## src/rtl/fetch_pkg.sv

```systemverilog
`default_nettype none
// ============================================================================
// Module   : fetch_pkg
// Brief    : Shared types and constants for the instruction fetch controller.
// Revision : 1.0 - initial release
// ============================================================================
package fetch_pkg;

    typedef enum logic [1:0] {
        ST_IDLE  = 2'd0,
        ST_FETCH = 2'd1,
        ST_VALID = 2'd2,
        ST_REDIR = 2'd3
    } fetch_state_e;

    localparam int          INSTR_BYTES        = 4;
    localparam logic [31:0] DEFAULT_RESET_ADDR = 32'h0040_0000;

endpackage : fetch_pkg
`default_nettype wire

```

## src/rtl/pc.sv

```systemverilog
`default_nettype none
// ============================================================================
// Module   : pc
// Brief    : Program counter register with synchronous active-high reset.
// Revision : 1.0 - initial release
// ============================================================================
module pc #(
    parameter int               WIDTH      = 32,
    parameter logic [WIDTH-1:0] RESET_ADDR = '0
) (
    input  logic             Clk,
    input  logic             Reset,
    input  logic [WIDTH-1:0] NextPC,
    output logic [WIDTH-1:0] PC
);

    logic [WIDTH-1:0] pc_q;

    always_ff @(posedge Clk) begin
        if (Reset) begin
            pc_q <= RESET_ADDR;
        end else begin
            pc_q <= NextPC;
        end
    end

    assign PC = pc_q;

endmodule : pc
`default_nettype wire

```

## src/rtl/fetch_ctrl.sv

```systemverilog
`default_nettype none
// ============================================================================
// Module   : fetch_ctrl
// Brief    : Single-outstanding instruction fetch FSM with jump/branch redirect.
// Revision : 1.0 - initial release
// ============================================================================
module fetch_ctrl
    import fetch_pkg::*;
#(
    parameter int               WIDTH      = 32,
    parameter logic [WIDTH-1:0] RESET_ADDR = WIDTH'(DEFAULT_RESET_ADDR)
) (
    input  logic             Clk,
    input  logic             Reset_n,
    input  logic             Stall,
    input  logic             Jump,
    input  logic [WIDTH-1:0] JumpTarget,
    input  logic             BranchTaken,
    input  logic [WIDTH-1:0] BranchTarget,
    output logic             IMemReq,
    output logic [WIDTH-1:0] IMemAddr,
    input  logic             IMemAck,
    input  logic [WIDTH-1:0] IMemRData,
    output logic [WIDTH-1:0] PC,
    output logic [WIDTH-1:0] Instr,
    output logic             InstrValid
);

    localparam logic [WIDTH-1:0] C_ALIGN_MASK = WIDTH'(INSTR_BYTES - 1);
    localparam logic [WIDTH-1:0] C_PC_STEP    = WIDTH'(INSTR_BYTES);

    fetch_state_e     state_q, state_d;
    logic [WIDTH-1:0] instr_q, instr_d;
    logic [WIDTH-1:0] pend_target_q, pend_target_d;
    logic             pend_valid_q, pend_valid_d;
    logic [WIDTH-1:0] pc_cur, pc_d, next_pc;
    logic             redirect;
    logic [WIDTH-1:0] target;

    assign redirect = Jump | BranchTaken;
    assign target   = Jump ? JumpTarget : BranchTarget;

    always_comb begin
        state_d       = state_q;
        instr_d       = instr_q;
        pend_target_d = pend_target_q;
        pend_valid_d  = pend_valid_q;
        pc_d          = pc_cur;
        case (state_q)
            ST_IDLE: begin
                state_d = ST_FETCH;
            end
            ST_FETCH: begin
                if (IMemAck) begin
                    // A redirect seen during the request makes the returned word stale.
                    if (redirect) begin
                        pc_d         = target;
                        pend_valid_d = 1'b0;
                        state_d      = ST_REDIR;
                    end else if (pend_valid_q) begin
                        pc_d         = pend_target_q;
                        pend_valid_d = 1'b0;
                        state_d      = ST_REDIR;
                    end else begin
                        instr_d = IMemRData;
                        state_d = ST_VALID;
                    end
                end else if (redirect) begin
                    pend_target_d = target;
                    pend_valid_d  = 1'b1;
                end
            end
            ST_VALID: begin
                if (redirect) begin
                    pc_d    = target;
                    state_d = ST_FETCH;
                end else if (!Stall) begin
                    pc_d    = pc_cur + C_PC_STEP;
                    state_d = ST_FETCH;
                end
            end
            ST_REDIR: begin
                state_d = ST_FETCH;
            end
            default: begin
                state_d = ST_IDLE;
            end
        endcase
    end

    // Every PC load is word-aligned; hold and increment values already are.
    assign next_pc = pc_d & ~C_ALIGN_MASK;

    always_ff @(posedge Clk) begin
        if (!Reset_n) begin
            state_q       <= ST_IDLE;
            instr_q       <= '0;
            pend_target_q <= '0;
            pend_valid_q  <= 1'b0;
        end else begin
            state_q       <= state_d;
            instr_q       <= instr_d;
            pend_target_q <= pend_target_d;
            pend_valid_q  <= pend_valid_d;
        end
    end

    pc #(
        .WIDTH      (WIDTH),
        .RESET_ADDR (RESET_ADDR)
    ) u_pc (
        .Clk    (Clk),
        .Reset  (~Reset_n),
        .NextPC (next_pc),
        .PC     (pc_cur)
    );

    assign PC         = pc_cur;
    assign IMemAddr   = pc_cur;
    assign Instr      = instr_q;
    assign IMemReq    = (state_q == ST_FETCH);
    assign InstrValid = (state_q == ST_VALID);

endmodule : fetch_ctrl
`default_nettype wire

```

## config.mk

```make
export PLATFORM = sky130hd
export DESIGN_NAME = fetch_ctrl
export DESIGN_NICKNAME = d
export VERILOG_FILES = /design/src/rtl/fetch_pkg.sv /design/src/rtl/pc.sv /design/src/rtl/fetch_ctrl.sv
export SDC_FILE = /design/constraint.sdc
export NUM_CORES = 1
export LEC_CHECK = 0
export ABC_AREA = 1
export CORE_MARGIN = 2
export CORE_UTILIZATION = 46
export DETAILED_ROUTE_END_ITERATION = 8
export PLACE_DENSITY = 0.82
export SLEW_MARGIN = 20
export SYNTH_ARGS = -nofsm -noshare
export SYNTH_HDL_FRONTEND = slang
export SYNTH_SLANG_ARGS = --single-unit
```

## constraint.sdc

```tcl
create_clock -name Clk -period 2.2 [get_ports Clk]
set_clock_uncertainty 0.05 [all_clocks]
set_input_delay 0.44 -clock Clk [delete_from_list [all_inputs] [get_ports Clk]]
set_output_delay 0.44 -clock Clk [all_outputs]
set_load 0.05 [all_outputs]
```

==> flow_summary.ini, run 1 <==
[outcome]
status = complete, no violations

[setup_path]
critical_path.startpoint_type = register
critPathTopFamily = buffers and inverters
crit_type = reg2out
cp_num_buf_inv = 1
worstPathArrival_ns = 1.70
cp_max_fo = 7
endpoint_kind = output pin
cp.required_ns = 1.71
worst-path-stages = 1
slowest_delay_ns = 0.87
reg2regPathDepth = 11
cp_slowest_cell = clkdlybuf4s50_1
crit_path_cell_trace = clkdlybuf4s50_1

[floorplan]
start_util = 0.4730
rows = 40
die_y_um = 115.4
dieArea_um2 = 13310
coreArea_um2 = 12060
io-pin-count = 200
die_w_um = 115.4

[finish]
finalCoreUtilization = 0.6725
multiInputGateArea_um2 = 3037
insertedDiodeCount = 0
final-seq-area_um2 = 1902
area_growth_pct = 42.17
post-route-cell-area_um2 = 8112
nNetsFinal = 1151
fillers = 1041
drive_above_1_share = 0.09895

[drt]
route.met3.wl_um = 1027
wl_met2_um = 7922
route.top_layer_used = met4
viasPerCell = 4.981
antenna_left = 0
post_drt_wl_per_cell_um = 13.43
drt-total-wl_um = 16370
remaining_drc_errors = 0
drt_iter0_markers = 443
drt_first_pass_iters = 5
met1_length_um = 7090
vias = 6072

[timing]
min_period_ns = 2.190
hold_violations = 0
period_share = 0.9954
slew_viol_final = 0
fmax_ghz = 0.4566
rsz0062_at_grt = yes
tns_ns = 0
tightest_slew_ns = 0.6777
slew-limit-headroom = 0.5477
setup_viol = 0

[cts]
clock_latency_ns = 0.35
cts-root-buf = clkbuf_16
htreeDepth = 3
cts_tree = built
cts_hold_buffers = 0
cts_sinks = 95
path_clk_slew_ns = 0.08
postCtsSetupBuffers = 0
clockBufferDepth = 2
numCtsBuffers = 9

[grt]
grt_antenna_before_repair = 0
grt_max_degree = 65
grt_pass1_vias = 5440
grt_usage = 0.2461
grt_overflow = 0
grt_pass1_wl_um = 26370

[placement]
hpwl_um = 12150
detailed_place.area_um2 = 7771
finalWeightedCongestion = 0.9149
io_buffers = 191

[worst_hold_path]
whs_path_depth = 2
hp-class = reg2reg

[yosys]
synthCells = 882
syn-cell-area_um2 = 5705
avgSynthCellArea_um2 = 6.469
seq_area_frac_synth = 0.3333
ys.flop_type = dfxtp_1
ys_types = 32
async_reset_ff_frac = 0
yosysWarnings = 0
synth-seq-cells = 95
synth_edf_count = 0

[power]
p_per_area_nw_per_um2 = 714.7
finalPower_w = 0.005797
p_leak_nw = 3.380
peakVddDrop_mv = 0.4204

[flow_run]
drv_cap = 0
[synthesized netlist by cell type, drive strengths merged (2+ instances only)]
library cell	n	area (µm²)
a211oi	3	22.52
a21oi	94	470.5
a31oi	2	27.53
buf	50	360.3
clkbuf	30	112.6
dfxtp	95	1902
ha	3	37.54
inv	84	315.3
mux2	27	304.0
nand2	265	994.7
nand3	16	80.08
nand3b	8	60.06
nor2	79	335.3
nor3	6	30.03
o21ai	106	530.5
o31ai	2	28.78
xnor2	3	26.28
xor2	5	43.79
[kinds of logic after synthesis]
| family | share of synthesized area |
|---|---|
| and+or+nand+nor | 0.2651 |
| AOI/OAI and AO/OA | 0.1906 |
| buffers and inverters | 0.1382 |
| DFF | 0.3333 |
| muxes | 0.05329 |
| xor gates and xnor gates | 0.01228 |
| adders and majority gates | 0.006580 |
| other | 0.0006573 |
[metal layers]
metal  up-vias  global-route usage
li1       3103                   -
met1      2705              0.3339
met2       233              0.4000
met3        31             0.03268
met4         0             0.08996
met5         -                   0
[layout make-up]
| type | count | share of cell area |
|---|---|---|
| inverter | 84 | 0.03887 |
| clock inverter | 7 | 0.009872 |
| sequential | 95 | 0.2345 |
| tap | 168 | 0.02591 |
| clock buffer | 9 | 0.02776 |
| timing repair buffer | 230 | 0.2888 |
| multi-input combinational | 626 | 0.3744 |
[flip-flops by register name, indices dropped and copies added, names as in the netlist]
signal / cells
state_q: 2
pend_valid_q: 1
u_pc.PC: 30
Instr: 32
pend_target_q: 30
[report_power, final]
part	switching [W]	internal [W]	total, W
sequential	0.000169	0.00187	0.00204
combinational	0.00133	0.000815	0.00215
clock	0.000716	0.000895	0.00161
total	0.00222	0.00358	0.00580
[layout by cell type (no fill, tap or decap), types with 10 or more instances in the layout]
cell and instances:
mux2_2 27, dlymetal6s2s_1 13, nand2_1 265, dfxtp_1 95, clkdlybuf4s50_1 169, buf_12 10, o21ai_0 101, nand3_1 15
a21oi_1 94, inv_1 81, buf_4 35, nor2_1 73
[final timing paths]
path / startpoint / end / slack, ns
max: u_pc.PC[5] / IMemAddr[5] / 0.01
min: Instr[21] / Instr[21] / 0.39
max reg2reg: state_q[1] / u_pc.PC[19] / 0.19
min reg2reg: Instr[21] / Instr[21] / 0.39
[metrics by stage]
stage                     worst slack (ns)  cells  hold slack (ns)
after detailed placement          -0.07824   1203           0.3839
after global routing              -0.04763   1219           0.4103
final                              0.01005   1219           0.3923
after global placement            -0.03816   1203           0.3797
after CTS                        0.0009606   1219           0.3942
after floorplan                     0.1202    885           0.3745
[timing repair]
item / CTS / global route
gates cloned: 0 / 0
endpoints found under the setup margin: 2 / 25
resized for setup: 1 / 15
(Power assumes the default switching activity.)
==> run 2, diff against run 1 <==
--- a/config.mk
+++ b/config.mk
@@ -7,10 +7,9 @@
 export LEC_CHECK = 0
 export ABC_AREA = 1
 export CORE_MARGIN = 2
-export CORE_UTILIZATION = 46
+export CORE_UTILIZATION = 42
 export DETAILED_ROUTE_END_ITERATION = 8
-export PLACE_DENSITY = 0.82
-export SLEW_MARGIN = 20
+export PLACE_DENSITY = 0.79
 export SYNTH_ARGS = -nofsm -noshare
 export SYNTH_HDL_FRONTEND = slang
 export SYNTH_SLANG_ARGS = --single-unit
==> constraint.sdc (replaced) <==
create_clock -name Clk -period 2 [get_ports Clk]
set_clock_uncertainty 0.05 [all_clocks]
set_input_delay 0.4 -clock Clk [delete_from_list [all_inputs] [get_ports Clk]]
set_output_delay 0.4 -clock Clk [all_outputs]
set_load 0.05 [all_outputs]
==> run 2 against run 1 <==
Sequential share of layout area rose by 0.11 points. Register-to-register slack lost 0.09 ns. Total power is 11% higher. Cell count grew 1.5%. Sequential cell count stayed put. Count of clock-buffer cells in the layout grew 1. Via count up 2.1%. Sequential power up 11%. Core utilization is 6.0 points lower. Largest power group unchanged.
==> flow_summary.ini, run 2 (same netlist as run 1, synthesis figures left out) <==
[setup_path]
critical_path.startpoint_type = register
cp_slowest_cell = clkdlybuf4s50_1
critPathTopFamily = buffers and inverters
cp_max_fo = 2
endpoint_kind = output pin
slowest_delay_ns = 0.82
worstPathArrival_ns = 1.52
cp.required_ns = 1.55
cp_num_buf_inv = 1
crit_type = reg2out
crit_path_cell_trace = clkdlybuf4s50_1

[timing]
rsz0062_at_grt = yes
fmax_ghz = 0.5081
hold_ws_ns = 0.3500
slew-limit-headroom = 0.5411
setup_ws_ns = 0.03190
min_period_ns = 1.968
slew_viol_final = 0
period_share = 0.9841
tightest_slew_ns = 0.6877
setup_viol = 0
hold_violations = 0

[power]
power.internal_w = 0.003943
p_seq_frac = 0.350
sw_frac_of_total = 0.3881
pwr-share-clk = 0.277
power_frac_comb = 0.372
power.switching_w = 0.002500
p_leak_nw = 3.381
finalPower_w = 0.006443
peakVddDrop_mv = 0.3433
p_per_area_nw_per_um2 = 794.9

[floorplan]
io-pin-count = 200
die_w_um = 120.6
dieArea_um2 = 14530
start_util = 0.4308
die_y_um = 120.6
coreArea_um2 = 13240
rows = 42

[grt]
use_met2 = 0.3831
grt_use_met3 = 0.03066
gr-usage-met1 = 0.3197
grt-busiest-layer = met2
grt_antenna_before_repair = 0
grt_usage = 0.2365
grt_pass1_wl_um = 27830
grt_overflow = 0
grt_max_degree = 65
grt_pass1_vias = 5675

[drt]
drt_iter0_markers = 494
vias = 6198
drt-total-wl_um = 17500
viasPerCell = 5.011
remaining_drc_errors = 0
antenna_left = 0
post_drt_wl_per_cell_um = 14.15
drt_first_pass_iters = 5

[finish]
largest_reg_flops = 32
area_growth_pct = 42.06
drive_above_1_share = 0.1697
final_cell_mix = nand2_1 (265), clkdlybuf4s50_1 (124), buf_4 (98), o21ai_0 (97), a21oi_1 (93)
nNetsFinal = 1161
layout_commonest_cell = nand2_1
fillers = 1217
insertedDiodeCount = 0

[cts]
htreeDepth = 3
cts_sinks = 95
cts-root-buf = clkbuf_16
cts_tree = built
path_clk_slew_ns = 0.07
clockBufferDepth = 2
clock_latency_ns = 0.35
numCtsBuffers = 9

[worst_hold_path]
hp-class = in2reg

[placement]
hpwl_um = 12270
place_ws_ns = -0.1827
io_buffers = 191
finalWeightedCongestion = 0.8672

[flow_run]
drv_cap = 0

[outcome]
status = complete, no violations
## run 2: per-stage QoR
step / cell area (µm²) / utilization / TNS [ns] / instances
floorplan: 5722 / - / 0 / 885
global placement: 7686 / 0.5804 / -4.876 / 1218
detailed placement: 7686 / 0.5804 / -6.497 / 1218
CTS: 7989 / 0.6033 / 0 / 1234
global route: 8105 / 0.6121 / -0.01114 / 1237
finish: 8105 / 0.6121 / 0 / 1237
## run 2: cell type report
| cell class | count | area, µm² | area share |
|---|---|---|---|
| Timing Repair Buffer | 240 | 2296 | 0.2833 |
| Multi-Input combinational cell | 626 | 3065 | 0.3782 |
| Tap cell | 176 | 220.2 | 0.02717 |
| Clock buffer | 10 | 229.0 | 0.02825 |
| Sequential cell | 95 | 1909 | 0.2356 |
| Inverter | 84 | 315.3 | 0.03890 |
| Clock inverter | 6 | 70.07 | 0.008645 |
## run 2: layer usage
| metal | vias to the layer above | part of all wire |
|---|---|---|
| met2 | 235 | 0.48 |
| met1 | 2785 | 0.43 |
| li1 | 3137 | - |
| met4 | 0 | 0.025 |
| met3 | 41 | 0.068 |
| met5 | - | 0 |
## run 2: power groups by stage
stage	clock network (W)	registers, W	logic [W]
2_1_floorplan	0	0.00266	0.00122
3_3_place_gp	0	0.00229	0.00228
3_5_place_dp	0	0.00229	0.00230
4_1_cts	0.00180	0.00225	0.00231
5_1_grt	0.00188	0.00228	0.00256
6_report	0.00179	0.00226	0.00240
## run 2: path summary, 6_finish.rpt
kind | to | start | slack [ns] | depth (start not counted)
hold / removal | Instr[8] | Reset_n | 0.35 | 3
setup reg to reg | u_pc.PC[27] | u_pc.PC[5] | 0.10 | 11
hold reg to reg | Instr[7] | Instr[7] | 0.39 | 2
setup / recovery | Instr[20] | Instr[20] | 0.03 | 1
## run 2: timing repair
action                     4_1_cts  5_1_grt
setup buffers                    0        1
pin swaps                        0        1
gates resized for setup          1       22
setup endpoints to repair        1       26
hold buffers                     0        0
hold endpoints to repair         0        0
gates cloned                     0        2
==> variant 1 (settings of run 1) <==
`WIDTH` is set to 32 in 2 places; all go to 40.
--- a/src/rtl/pc.sv
+++ b/src/rtl/pc.sv
@@ -5,7 +5,7 @@
 // Revision : 1.0 - initial release
 // ============================================================================
 module pc #(
-    parameter int               WIDTH      = 32,
+    parameter int               WIDTH      = 40,
     parameter logic [WIDTH-1:0] RESET_ADDR = '0
 ) (
     input  logic             Clk,
--- a/src/rtl/fetch_ctrl.sv
+++ b/src/rtl/fetch_ctrl.sv
@@ -7,7 +7,7 @@
 module fetch_ctrl
     import fetch_pkg::*;
 #(
-    parameter int               WIDTH      = 32,
+    parameter int               WIDTH      = 40,
     parameter logic [WIDTH-1:0] RESET_ADDR = WIDTH'(DEFAULT_RESET_ADDR)
 ) (
     input  logic             Clk,
Interface: changed (6 resized); port bits go from 200 to 248. No check against the original RTL was run, so the function may have changed too.
==> variant 1 against run 1 <==
  * Via count up 30%
  * Non-clock buffer count rose by 48
  * Design area is 26% higher
  * Total power up 40%
  * Sequential share of layout area shrank 0.18 points
  * Synthesized area is 27% higher
  * Routed wire length increased by 39%
  * Largest cell class unchanged
  * Count of clock-buffer cells in the layout grew 12
  * Maximum frequency rose by 2.6%
  * Global-route usage grew 1.8 points
  * Sequential cell count rose by 24
  * Worst setup slack better by 0.056 ns
==> variant 1: results (changes against run 1) <==
[finish]
final_nets = 1487  ; +29%
fillers = 1354  ; +30%
largest_reg_flops = 40  ; +25%
final_cells = 1582  ; +30%
diodes = 0  ; unchanged
drive_gt1_share_pct = 9.56  ; -0.34 points

[place]
gp_congestion = 0.944  ; +3.2%
dpl.hpwl_microns = 16600  ; +37%
port_buffers = 239  ; +25%

[logic_synthesis]
synthAdderAreaFrac_pct = 0.517  ; -0.14 points
avgSynthCellArea_sq_um = 6.24  ; -3.6%
async_flop_share_pct = 0  ; unchanged
synth_xor_area_share_pct = 2.89  ; +1.7 points
synth.area.mux_share_pct = 0.138  ; -5.2 points
synthFlopType = dfxtp_1
ys_top_cells_by_count = 382 x nand2_1, 148 x o21ai_0, 119 x dfxtp_1, 119 x inv_1, 103 x a21oi_1
ys_top_cells_by_area = dfxtp_1 33%, nand2_1 20%, o21ai_0 10%
synth_cell_types = 39  ; +22%
ys_seq_area_share_pct = 32.8  ; -0.55 points
yosysWarnings = 0  ; unchanged
synth_compound_area_share_pct = 19.6  ; +0.54 points

[worst_setup_path]
slowest_delay_ns = 0.83  ; -0.04 ns
critical_path.top_delay_family = buffers and inverters
cp_max_fo = 3  ; -4
critPathArrivalTime_ns = 1.64  ; -0.06 ns
cp_slowest_cell = clkdlybuf4s50_1

[run_status]
status = finished, final reports clean

[routing]
drt_pass1_iterations = 5  ; unchanged
wl_per_cell_microns = 14.4  ; +7.0%
dr.first_iter.drc_count = 609  ; +37%
num_vias = 7913  ; +30%

[worst_hold_path]
hold_class = register to register

[clock_tree]
clk_pin_slew_ns = 0.06  ; -0.02 ns
numCtsBuffers = 17  ; +8
cts_root_buf = clkbuf_16
h-tree-depth = 4  ; +1
clk_latency_ns = 0.41  ; +0.06 ns
cts_buffer_depth = 2  ; unchanged

[grt]
grt_pass1_wl_microns = 35400  ; +34%
grt_max_degree = 66  ; +1.5%
grt.total_usage_pct = 26.5  ; +1.8 points
grt_pass1_vias = 7176  ; +32%
antenna_found_initial = 0  ; unchanged

[power_and_ir_drop]
power.leakage_nw = 4.40  ; +30%
peakVddDrop_uv = 552  ; +31%

[sta]
slew_headroom_pct = 65.2  ; +10 points

[variant 1: layout make-up]
class,count,share of cell area (%)
Multi-Input combinational cell,819,37.2
Timing Repair Buffer,278,26.4
Sequential cell,119,23.3
Inverter,123,4.53
Clock buffer,21,4.40
Tap cell,211,2.58
Clock inverter,11,1.69
[variant 1: routing by layer]
metal / vias up / global-route usage, % / wire [microns]
li1: 4013 / - / -
met1: 3478 / 35.0 / 9850
met2: 376 / 43.0 / 10500
met3: 46 / 4.75 / 1850
met4: 0 / 10.2 / 564
met5: - / 0 / 0
[variant 1: worst register-to-register path, delay by kind of cell (launching register included)]
kind | cells | cell delay (ns)
AOI/OAI and AO/OA | 1 | 0.12
DFF | 1 | 0.49
xor gates and xnor gates | 1 | 0.22
and+or+nand+nor | 8 | 1.06
[variant 1: timing repair]
action	CTS	global route
setup endpoints to repair	41	8
hold buffers	0	0
resized for setup	41	8
buffers inserted	0	0
[variant 1: cell families after synthesis]
group           after synthesis
buf+inv                     230
compound gates              277
flops                       119
simple gates                510
xor+xnor                     24
other cells                   1
mux                           1
fa+ha+maj                     3
[variant 1: stage by stage]
step | util (%) | setup slack [ns] | power (W) | area [sq um]
finish | 66.9 | 0.0663 | 0.00809 | 10200
global route | 66.9 | 0.00935 | 0.00841 | 10200
CTS | 66.7 | 0.00170 | 0.00812 | 10200
detailed placement | 63.0 | -0.0727 | 0.00525 | 9650
global placement | 63.0 | -0.0541 | 0.00522 | 9650
floorplan | - | 0.0896 | 0.00439 | 7280
[variant 1: worst paths after layout]
| path | cells after the start | slack [ns] | start | endpoint |
|---|---|---|---|---|
| setup / recovery | 1 | 0.07 | u_pc.PC[38] | PC[38] |
| hold / removal | 2 | 0.39 | Instr[35] | Instr[35] |
| hold reg to reg | 2 | 0.39 | Instr[35] | Instr[35] |
| setup reg to reg | 10 | 0.19 | u_pc.PC[19] | u_pc.PC[30] |
[variant 1: power breakdown]
group | switching, W | total, W | internal (W)
combinational | 0.00170 | 0.00257 | 0.000867
sequential | 0.000234 | 0.00258 | 0.00235
clock | 0.00101 | 0.00294 | 0.00193
total | 0.00295 | 0.00809 | 0.00514
==> variant 2 (config.mk and constraints of run 1) <==
Without the edit above. Re-encode `fetch_state_e` (4 states) as one-hot, 4 bits wide.
--- a/src/rtl/fetch_pkg.sv
+++ b/src/rtl/fetch_pkg.sv
@@ -6,11 +6,11 @@
 // ============================================================================
 package fetch_pkg;
 
-    typedef enum logic [1:0] {
-        ST_IDLE  = 2'd0,
-        ST_FETCH = 2'd1,
-        ST_VALID = 2'd2,
-        ST_REDIR = 2'd3
+    typedef enum logic [3:0] {
+        ST_IDLE  = 4'b0001,
+        ST_FETCH = 4'b0010,
+        ST_VALID = 4'b0100,
+        ST_REDIR = 4'b1000
     } fetch_state_e;
 
     localparam int          INSTR_BYTES        = 4;
Behaviour: no difference found for any inputs over 4 cycles, from zero or initial values and one cycle with Reset_n low; so few cycles prove little.
==> variant 2 against run 1 <==
  * Die area up 1.8%
  * Sequential power fell by 4%
  * Total power decreased by 16%
  * Synthesized cell count up 0.23%
  * Design area is 0.43% higher
  * Routed wire length rose by 4.1%
  * Synthesized area increased by 1.9%
  * Sequential cell count increased by 2
  * Maximum frequency up 1.7%
  * Worst setup slack gained 0.036 ns
  * Critical endpoint is now PC[10]
  * Highest routed layer unchanged
==> variant 2: results (changes against run 1) <==
[run_status]
status = finished, final reports clean

[place]
gp_congestion = 0.913  ; -0.25%
dpl.hpwl_microns = 12300  ; +0.94%

[sta]
worstMarginPinSlew_ns = 0.642  ; -0.0358 ns

[logic_synthesis]
ys_top_cells_by_count = 185 x nor2_1, 178 x nand2_1, 97 x dfxtp_1, 72 x a21oi_1, 59 x inv_1
synth_xor_area_share_pct = 0.753  ; -0.47 points
synth.area.mux_share_pct = 3.87  ; -1.5 points
synthAdderAreaFrac_pct = 0.215  ; -0.44 points
synth_cell_types = 36  ; +13%
synth_compound_area_share_pct = 19.3  ; +0.25 points
ys_seq_area_share_pct = 33.4  ; +0.072 points
ys_top_cells_by_area = dfxtp_1 33%, nor2_1 12%, nand2_1 11%

[finish]
diodes = 0  ; unchanged
drive_gt1_share_pct = 9.20  ; -0.70 points
final_nets = 1142  ; -0.78%
fillers = 1103  ; +6.0%

[routing]
vias_per_cell = 5.13  ; +2.9%
wl_per_cell_microns = 14.0  ; +4.4%
dr.first_iter.drc_count = 432  ; -2.5%

[power_and_ir_drop]
peakVddDrop_uv = 485  ; +15%
power.leakage_nw = 3.76  ; +11%

[grt]
grt_pass1_wl_microns = 27200  ; +3.2%
grt.total_usage_pct = 25.5  ; +0.91 points
grt_max_degree = 67  ; +3.1%
grt_pass1_vias = 5677  ; +4.4%

[worst_setup_path]
slowest_delay_ns = 0.85  ; -0.02 ns
cp_max_fo = 6  ; -1

-- variant 2: cell count changes after synthesis, moves of 18 or more --
cell	change
a21oi_1	-22
o21ai_1	+47
clkbuf_1	-20
o21ai_0	-59
mux2i_1	+18
mux2_2	-23
nor2_1	+112
inv_1	-23
nand2_1	-87
-- variant 2: where the power goes --
| part | internal (W) | total, W | switching (W) |
|---|---|---|---|
| sequential | 0.00184 | 0.00196 | 0.000116 |
| clock | 0.000794 | 0.00157 | 0.000778 |
| combinational | 0.000514 | 0.00132 | 0.000802 |
| total | 0.00315 | 0.00485 | 0.00170 |
-- variant 2: final timing paths --
kind | from | end | slack, ns | cells past startpoint
min | pend_target_q[4] | pend_target_q[4] | 0.40 | 2
min reg2reg | pend_target_q[4] | pend_target_q[4] | 0.40 | 2
max | u_pc.PC[10] | PC[10] | 0.05 | 1
max reg2reg | u_pc.PC[2] | u_pc.PC[16] | 0.28 | 11
-- variant 2: repair_timing --
| action | in CTS | in global routing |
|---|---|---|
| setup endpoints to repair | 8 | 33 |
| hold buffers | 0 | 0 |
| gates resized for setup | 6 | 31 |
-- variant 2: area by class of cell --
type / count / share of cell area, %
clock buffers: 9 / 2.76
clock inverters: 7 / 0.768
inverters: 68 / 3.13
multi-input cells: 644 / 38.6
flip-flops and latches: 97 / 23.8
well taps: 172 / 2.64
repair buffers: 219 / 28.3
-- variant 2: routing by layer --
metal / track usage, % / vias to the layer above / share of wire (%)
met5: 0 / - / 0
met4: 9.37 / 0 / 1.8
met3: 6.64 / 26 / 9.0
met2: 41.5 / 252 / 48
met1: 32.7 / 2827 / 42
li1: - / 3129 / -
-- variant 2: logic make-up (layout without fill, tap and decap cells) --
group | Yosys count | in the layout
adder cells (fa/ha/maj) | 1 | 1
XOR/XNOR | 5 | 5
flip-flops | 97 | 97
buffers and inverters | 146 | 303
multiplexers | 22 | 22
other | 1 | 4
AO/OA/AOI/OAI | 198 | 198
AND/OR/NAND/NOR | 414 | 414
-- variant 2: per-stage QoR --
| stage | instance area [sq um] | cells | worst slack, ns | utilization [%] |
|---|---|---|---|---|
| 2_1_floorplan | 5820 | 887 | 0.169 | - |
| 3_3_place_gp | 7790 | 1200 | 0.0873 | 62.5 |
| 3_5_place_dp | 7790 | 1200 | 0.0371 | 62.5 |
| 4_1_cts | 8070 | 1216 | 0.00381 | 64.7 |
| 5_1_grt | 8150 | 1216 | 0.000365 | 65.4 |
| 6_report | 8150 | 1216 | 0.0464 | 65.4 |
